[src/rtl/pulse_event_queue.sv]
// -----------------------------------------------------------------------------
// pulse_event_queue
//
// Purpose:
//   Collects single-cycle event pulses from the rising-edge detector bank
//   (player keys, shot, collision and timer events). It serialises them into
//   an ordered queue of event IDs for the game-state controller.
//   Each incoming pulse is latched in a pending bit. A fixed-priority arbiter
//   (lowest index wins) grants one pending source per cycle into a
//   first-word-fall-through FIFO. The FIFO is drained through a valid/ready
//   handshake.
//
// Parameters:
//   NUM_SRC  number of pulse sources (2..31)
//   DEPTH    FIFO entries (power of 2, >= 2)
//   ID_W     event ID width (2**ID_W >= NUM_SRC)
//
// Ports:
//   clk          system clock, rising edge
//   resetN       asynchronous active-low reset
//   pulse_in     one-cycle event pulses, bit i = source i
//   event_ready  consumer accepts the head entry this cycle
//   event_valid  FIFO holds at least one entry
//   event_id     source index at the FIFO head, 0 when event_valid = 0
//   fifo_count   number of FIFO entries, 0..DEPTH
//   pending      sources latched but not yet written to the FIFO
//   drop_cnt     merged-pulse counter, saturates at 255
//
// Handshake:
//   An entry transfers when event_valid and event_ready are both 1 on a
//   rising clock edge. event_id is stable while event_valid is 1 and
//   event_ready is 0. event_ready may be high while event_valid is 0; that
//   cycle is ignored.
// -----------------------------------------------------------------------------
module pulse_event_queue #(
   parameter int NUM_SRC = 17,
   parameter int DEPTH   = 8,
   parameter int ID_W    = 5
) (
   input  logic                       clk,
   input  logic                       resetN,
   input  logic [NUM_SRC-1:0]         pulse_in,
   input  logic                       event_ready,
   output logic                       event_valid,
   output logic [ID_W-1:0]            event_id,
   output logic [$clog2(DEPTH):0]     fifo_count,
   output logic [NUM_SRC-1:0]         pending,
   output logic [7:0]                 drop_cnt
);

   localparam int PTR_W = $clog2(DEPTH);
   localparam int CNT_W = PTR_W + 1;
   localparam logic [CNT_W-1:0] FULL_CNT = CNT_W'(DEPTH);

   // ---------------------------------------------------------------------------
   // State
   // ---------------------------------------------------------------------------
   logic [NUM_SRC-1:0] pending_q;
   logic [PTR_W-1:0]   wr_ptr_q;
   logic [PTR_W-1:0]   rd_ptr_q;
   logic [CNT_W-1:0]   count_q;
   logic [7:0]         drop_q;
   logic [ID_W-1:0]    mem [DEPTH];

   // ---------------------------------------------------------------------------
   // Combinational control
   // ---------------------------------------------------------------------------
   logic               pop;
   logic               can_push;
   logic               push;
   logic [NUM_SRC-1:0] grant;
   logic [ID_W-1:0]    grant_idx;
   logic [NUM_SRC-1:0] merged;
   logic [8:0]         merged_cnt;
   logic [8:0]         drop_sum;
   logic [7:0]         drop_d;
   logic [CNT_W-1:0]   count_d;
   logic [NUM_SRC-1:0] pending_d;

   assign event_valid = (count_q != '0);
   assign pop         = event_valid & event_ready;
   // A pop in the same cycle frees the slot the push lands in. A full FIFO
   // with a draining consumer therefore keeps full throughput.
   assign can_push    = (count_q < FULL_CNT) | pop;
   assign push        = (pending_q != '0) & can_push;

   // Lowest-set-bit isolation: x & (~x + 1) leaves only the lowest 1.
   // The arbiter looks at the registered pending bits only, never at
   // pulse_in.
   always_comb begin
      grant = '0;
      if (push) begin
         grant = pending_q & (~pending_q + NUM_SRC'(1));
      end
   end

   // Binary index of the lowest pending source. Scanning from the top down
   // leaves the lowest index as the final assignment.
   always_comb begin
      grant_idx = '0;
      for (int i = NUM_SRC - 1; i >= 0; i--) begin
         if (pending_q[i]) begin
            grant_idx = ID_W'(i);
         end
      end
   end

   // Set wins over clear. A source pulsing in its own grant cycle stays
   // pending and produces a second event.
   assign pending_d = (pending_q & ~grant) | pulse_in;

   // A pulse on a source that is already pending and not being granted
   // folds into the existing event. Each such bit counts once.
   assign merged = pulse_in & pending_q & ~grant;

   always_comb begin
      merged_cnt = '0;
      for (int i = 0; i < NUM_SRC; i++) begin
         merged_cnt = merged_cnt + 9'(merged[i]);
      end
   end

   // merged_cnt <= 31, so the 9-bit sum cannot overflow before the
   // saturation check.
   assign drop_sum = {1'b0, drop_q} + merged_cnt;
   assign drop_d   = drop_sum[8] ? 8'hFF : drop_sum[7:0];

   always_comb begin
      count_d = count_q;
      case ({push, pop})
         2'b10:   count_d = count_q + CNT_W'(1);
         2'b01:   count_d = count_q - CNT_W'(1);
         default: count_d = count_q;
      endcase
   end

   // ---------------------------------------------------------------------------
   // Registers
   // ---------------------------------------------------------------------------
   always_ff @(posedge clk or negedge resetN) begin
      if (!resetN) begin
         pending_q <= '0;
         wr_ptr_q  <= '0;
         rd_ptr_q  <= '0;
         count_q   <= '0;
         drop_q    <= '0;
      end else begin
         pending_q <= pending_d;
         count_q   <= count_d;
         drop_q    <= drop_d;
         if (push) begin
            wr_ptr_q <= wr_ptr_q + PTR_W'(1);
         end
         if (pop) begin
            rd_ptr_q <= rd_ptr_q + PTR_W'(1);
         end
      end
   end

   // Storage has no reset. Entries are only read when fifo_count says they
   // were written.
   always_ff @(posedge clk) begin
      if (push) begin
         mem[wr_ptr_q] <= grant_idx;
      end
   end

   // ---------------------------------------------------------------------------
   // Outputs
   // ---------------------------------------------------------------------------
   assign event_id   = event_valid ? mem[rd_ptr_q] : '0;
   assign fifo_count = count_q;
   assign pending    = pending_q;
   assign drop_cnt   = drop_q;

endmodule

[config.mk]
export PLATFORM = sky130hd
export DESIGN_NAME = pulse_event_queue
export DESIGN_NICKNAME = d
export VERILOG_FILES = /design/src/rtl/pulse_event_queue.sv
export SDC_FILE = /design/constraint.sdc
export NUM_CORES = 1
export LEC_CHECK = 0
export BUFFER_PORTS_ARGS = -buffer_cell sky130_fd_sc_hd__buf_4
export CAP_MARGIN = 20
export CORE_UTILIZATION = 60
export CTS_BUF_LIST = sky130_fd_sc_hd__clkbuf_8
export DETAILED_ROUTE_END_ITERATION = 12
export HOLD_SLACK_MARGIN = 0.08
export PLACE_DENSITY = 0.84
export REMOVE_ABC_BUFFERS = 1
export SYNTH_ARGS = -nofsm -noshare
export SYNTH_HDL_FRONTEND = slang
export SYNTH_SLANG_ARGS = --single-unit
[constraint.sdc]
create_clock -name clk -period 6.7 [get_ports clk]
set_input_delay 0.335 -clock clk [delete_from_list [all_inputs] [get_ports clk]]
set_output_delay 0.335 -clock clk [all_outputs]
set_load 0.05 [all_outputs]
* Word-level counts from Yosys, hierarchy flattened
Memories as Yosys holds them, arrays and structs flattened.
Index checks and enable logic that the tools add are counted.
** Word-level totals
- Word-level logic and storage cells :: 67
- Memory bits (writable) :: 40
- Memories kept :: 1
- Register bits after elaboration :: 35
- Output and inout port bits :: 35
** Cells by class
- Add/subtract/negate cells :: 22
- Equal/unequal tests :: 2
- Multiplexer cells :: 23
- Magnitude comparators :: 1
- Bitwise logic cells :: 10
- Reductions and logical operators :: 3
** Memories
- mem :: depth 8, width 5, read ports 1, clocked after memory_dff 0, wr ports 1, line 63 : logic [ID_W-1:0] mem [DEPTH];
** Operators by type and width (number)
- $mux W5 :: 18
- $add A9 B1 Y9 :: 8
- $and A17 B17 Y17 :: 4
- $not A17 Y17 :: 2
- $add A17 B1 Y17 const B :: 1
- $mux W17 :: 1
- $or A17 B17 Y17 :: 1
- $reduce_bool A17 Y1 :: 1
- $add A8 B1 Y9 :: 1
- $add A8 B9 Y9 :: 1
- $add A7 B1 Y8 :: 1
- $mux W8 :: 1
- $pmux W4 S2 :: 1
- $add A6 B1 Y7 :: 1
- $add A3 B1 Y3 const B :: 2
- $add A5 B1 Y6 :: 1
- $add A4 B1 Y5 :: 1
- $add A3 B1 Y4 :: 1
- $add A4 B1 Y4 const B :: 1
- $lt A4 B4 Y1 const B :: 1
- $reduce_bool A4 Y1 :: 1
- $sub A4 B1 Y4 const B :: 1
- $add A2 B1 Y3 :: 1
- $add A1 B1 Y2 :: 1
- 6 further kinds :: 8

* Logic depth before layout (Yosys ltp)
- Word-level depth :: 25
- Mapped depth :: 19
- Mapped depth without buffers :: 18

* Worst setup path after synthesis
No wires, ideal clock.
- Path type :: reg-to-reg
- Start :: register pending_q[8], in the netlist pending[8]
- End :: register drop_q[1], in the netlist drop_cnt[1]
- Buffers on the path :: 1
- Arrival time :: 6.128 ns
- Data required time :: 6.573 ns
- Slack :: 0.444 ns
- Stages on the path, launching flop included :: 19
- Path through :: dfrtp_1 or4_4 or3_4 o21ai_4 buf_6 and3_1 fa_1 inv_1 fa_1 fa_1 fa_1 inv_1 fa_1 ha_1 fa_1 and3_1 o21ai_0 a21oi_1 or2_2
** On the way
- Longest elaborated chain between the ends :: 23
- Elaborated cells on any way between the ends :: 27
- Those cells by class :: add/sub (18); mux (2); bitwise (6); reduce/logical (1)
** RTL lines
- start, declared :: line 58 : logic [NUM_SRC-1:0] pending_q;
- start signal, assigned :: line 148 : pending_q <= pending_d;
- $reduce_bool A17 Y1 :: line 85 : assign push = (pending_q != '0) & can_push;
- $and A1 B1 Y1 :: line 85
- $mux W17 :: line 92 : if (push) begin
- $not A17 Y17 :: line 114 : assign merged = pulse_in & pending_q & ~grant;
- $and A17 B17 Y17 (*) :: line 114
- $add A1 B1 Y2 :: line 119 : merged_cnt = merged_cnt + 9'(merged[i]);
- $add A2 B1 Y3 :: line 119
- $add A3 B1 Y4 :: line 119
- (+2 left out)
- $add A6 B1 Y7 :: line 119
- $add A7 B1 Y8 :: line 119
- $add A8 B1 Y9 :: line 119
- $add A9 B1 Y9 (7 in a row) :: line 119
- $add A9 B1 Y9 (*) :: line 119
- $add A8 B9 Y9 (*) :: line 125 : assign drop_sum = {1'b0, drop_q} + merged_cnt;
- $mux W8 (*) :: line 126 : assign drop_d = drop_sum[8] ? 8'hFF : drop_sum[7:0];
- named net drop_d[1] :: line 76 : logic [7:0] drop_d;
- end signal, assigned :: line 150 : drop_q <= drop_d;
- end, declared :: line 62 : logic [7:0] drop_q;
Mark *: on every way through the listed nets, which the timed path passes. The rest lies on a longest branch.
A chain may end at the register's enable or synchronous reset.

* Worst setup path after layout
- Start :: register pending_q[12], in the netlist pending[12]
- End :: register drop_q[0], in the netlist drop_cnt[0]
Same word-level chain as after synthesis.

==> reports/metrics.csv <==
stage,metric,value,unit
outcome,status,"finished, violations left",
outcome,violated checks,design-rule violations,
final_layout,most frequent cells in the layout,"buf_4, edfxtp_1, dfrtp_1",
pwr,part of the power in registers,29.2,%
cts,"Reg clk slew, reported paths",80,ps
place,dpl cell area,0.004532,mm^2
worst_setup_path,critical path's slowest cell,or4_4,
detailed_routing,drt total wl,8187,um
final_layout,n_diodes,0,
grt,antenna violations before repair,0,
yosys,"Primary FF master, synth",edfxtp_1,
pwr,reported net switching power,1113,uW
worst_setup_path,crit start category,flop,
timing,slew at the pin with the worst max-slew slack,872.0,ps
yosys,Post-synth EDFFs,40,
cts,TritonCTS clock tree,yes,
worst_setup_path,Worst path top cell family by delay,adder cells,
cts,Root Driver,clkbuf_8,
cts,H-tree level count,3,
timing,RSZ-0062 raised after global routing,false,
die,I/O pin total,55,
die,row cnt,29,
grt,vias in the first global route,2830,
die,Die Span X,84.09,um
timing,Fin Clk Skew,6.807,ps
worst_setup_path,CP endpoint kind,flop,
cts,clock sinks,75,
yosys,Async SR Flop Fraction,46.67,%
cts,TritonCTS Buffers,9,
final_layout,layout cells sized above 1,24.18,%
grt,largest net degree at the start of global routing,36,
hold_path,Hold/Removal Path Class,in -> reg,
worst_setup_path,data required time at the worst endpoint,6930,ps
detailed_routing,Vias/cell,5.994,
detailed_routing,drt drc,2,
pwr,Logic pwr share,55.5,%
yosys,synth unique cells,49,
place,gpl congestion,0.8943,
worst_setup_path,worst-path cell chain,or4_4 > or3_4 > o21ai_4 > and3_1 > fa_1 > inv_1 > fa_1 > fa_1 > fa_1 > inv_1 > fa_1 > ha_1 > fa_1 > and3_1 > o21ai_0 > buf_4 > a21oi_1 > or2_2,
place,Port Buffer Count,54,
timing,Final period util,93.49,%
detailed_routing,initial drt markers,152,
timing,Fin Setup TNS,0,ps
detailed_routing,drt first pass iters,9,
worst_setup_path,CP max FO,11,
cts,post-CTS sizing,0,
worst_setup_path,"slowest stage delay, CP",600,ps
yosys,post-synthesis sequential area ratio,51.38,%
pwr,VDD IR-drop max,0.6751,mV
final_layout,fin area,0.004775,mm^2
yosys,Post-Syn Instances,328,
worst_setup_path,Crit Path Class,reg -> reg,
yosys,post-synthesis register bit count,75,
final_layout,Final #Nets,444,
detailed_routing,DR WL/cell,17.27,um
final_layout,area grow syn2layout,18.11,%
yosys,Post-Syn Area,0.004043,mm^2
pwr,sw frac,43.51,%
place,DP HPWL,5983,um
timing,max_slew headroom,41.42,%
detailed_routing,vias,2841,
pwr,Pint,1445,uW
timing,Max Slew Vio Count,0,
worst_setup_path,WP buf/inv,3,
yosys,Avg Inst Size Synth,12.33,um^2
timing,final setup vio count,0,
grt,GRT overflow,0,
timing,post-layout min period,6264,ps
die,Core ar.,0.006422,mm^2
worst_setup_path,"most used cell, CP",fa_1,
flow_run,Max-Cap Viols,0,
yosys,Ys Warns,0,
die,full die area,0.007070,mm^2
cts,postcts setup bufs,0,
final_layout,"commonest non-fill, non-tap cell in the layout",buf_4,
detailed_routing,remaining antenna violation count after routing,0,
pwr,Clk pwr share,15.2,%
pwr,Power Density,535.6,mW/mm^2
worst_setup_path,WP data arrival,6490,ps
grt,total track usage,25.15,%
timing,"Hold Violations, Final",0,
cts,worst-skew pair later-pin latency,340,ps
timing,Fmax,0.1596,GHz
pwr,Pleak,0.001927,uW
die,Initial Util,62.95,%
cts,clock buffer depth,2,
grt,first-pass GRT wire length,13540,um
die,Die Y,84.09,um
## worst paths after layout
| check | from | to | depth (start not counted) | slack (ps) |
|---|---|---|---|---|
| worst max-delay path | pending[12] | drop_cnt[0] | 18 | 440 |
| worst min-delay path | pulse_in[14] | pending[14] | 2 | 170 |
| worst max register to register | pending[12] | drop_cnt[0] | 18 | 440 |
| worst min register to register | fifo_count[1] | fifo_count[1] | 2 | 590 |
| max in group asynchronous | resetN | drop_cnt[1] | 2 | 5900 |
| min in group asynchronous | resetN | drop_cnt[7] | 2 | 470 |
## metrics by stage
stage	std cells	power [uW]	hold WS (ps)	util (%)	setup slack, ps
floorplan	321	1804	39.41	-	443.2
global placement	455	2120	321.9	70.56	563.3
detailed placement	455	2157	319.2	70.56	469.0
CTS	472	2567	165.7	74.19	417.9
global route	474	2749	167.2	74.34	124.6
finish	474	2557	173.8	74.34	435.9
## layout make-up
cell class	count	area [um^2]
Sequential cell	75	2077
Clock inverter	7	98.84
Tap cell	77	96.34
Fill cell	410	1648
Inverter	23	86.33
Multi-Input combinational cell	223	1844
Clock buffer	9	123.9
Timing Repair Buffer	60	447.9
## registers in the layout, summed over array words and instances (netlist names)
register,count
drop_cnt,8
mem,40
fifo_count,4
pending,17
rd_ptr_q,3
wr_ptr_q,3
## power by group through the flow
stage | Clock [uW] | Combinational, uW | Sequential, uW
floorplan | 0 | 947 | 857
global placement | 0 | 1370 | 753
detailed placement | 0 | 1400 | 758
CTS | 394 | 1420 | 750
global route | 411 | 1570 | 767
finish | 389 | 1420 | 748
## cells in the mapped netlist (2+ instances only)
master | instances | area (um^2)
mux2_2 | 2 | 22.52
o21ai_0 | 13 | 65.06
nor2_1 | 31 | 116.4
a31oi_1 | 2 | 12.51
inv_1 | 23 | 86.33
mux4_2 | 10 | 225.2
fa_1 | 13 | 260.3
mux2i_1 | 5 | 50.05
nand3_1 | 7 | 35.03
and3_1 | 5 | 31.28
dfrtp_1 | 35 | 875.8
clkbuf_1 | 5 | 18.77
nand2_1 | 19 | 71.32
nor3_1 | 7 | 35.03
nor4_1 | 5 | 31.28
o211ai_1 | 8 | 60.06
o31ai_1 | 5 | 37.54
or3_1 | 6 | 37.54
o21bai_1 | 2 | 15.01
ha_1 | 19 | 237.7
nand4b_1 | 2 | 17.52
a21oi_1 | 7 | 35.03
or4_4 | 2 | 22.52
nand2b_1 | 13 | 81.33
or2_2 | 3 | 18.77
o41ai_1 | 2 | 17.52
xnor2_1 | 7 | 61.31
o311ai_0 | 2 | 17.52
edfxtp_1 | 40 | 1201
a21o_1 | 8 | 60.06
o311a_1 | 2 | 20.02
## repair_timing
| item | CTS | global route |
|---|---|---|
| setup endpoints to repair | 0 | 0 |
| hold buffers | 1 | 0 |
| endpoints found under the hold margin | 35 | 0 |
## per-layer routing
metal  track usage, %  wire length, um  vias up
li1                 -                -     1332
met1            32.63             3597     1410
met2            41.28             4079       83
met3            4.946              355       16
met4            11.29              155        0
met5                0                0        -
## logic make-up (layout without fill, tap and decap cells)
kind of cell / after synthesis / after routing / synth area share (%)
flops: 75 / 75 / 51.38
fa+ha+maj: 32 / 32 / 12.32
buf+inv: 30 / 99 / 3.002
compound gates: 58 / 58 / 10.03
xor+xnor: 8 / 8 / 1.733
simple gates: 108 / 108 / 14.18
mux: 17 / 17 / 7.366
No activity file was read; power rests on OpenSTA's default activity.
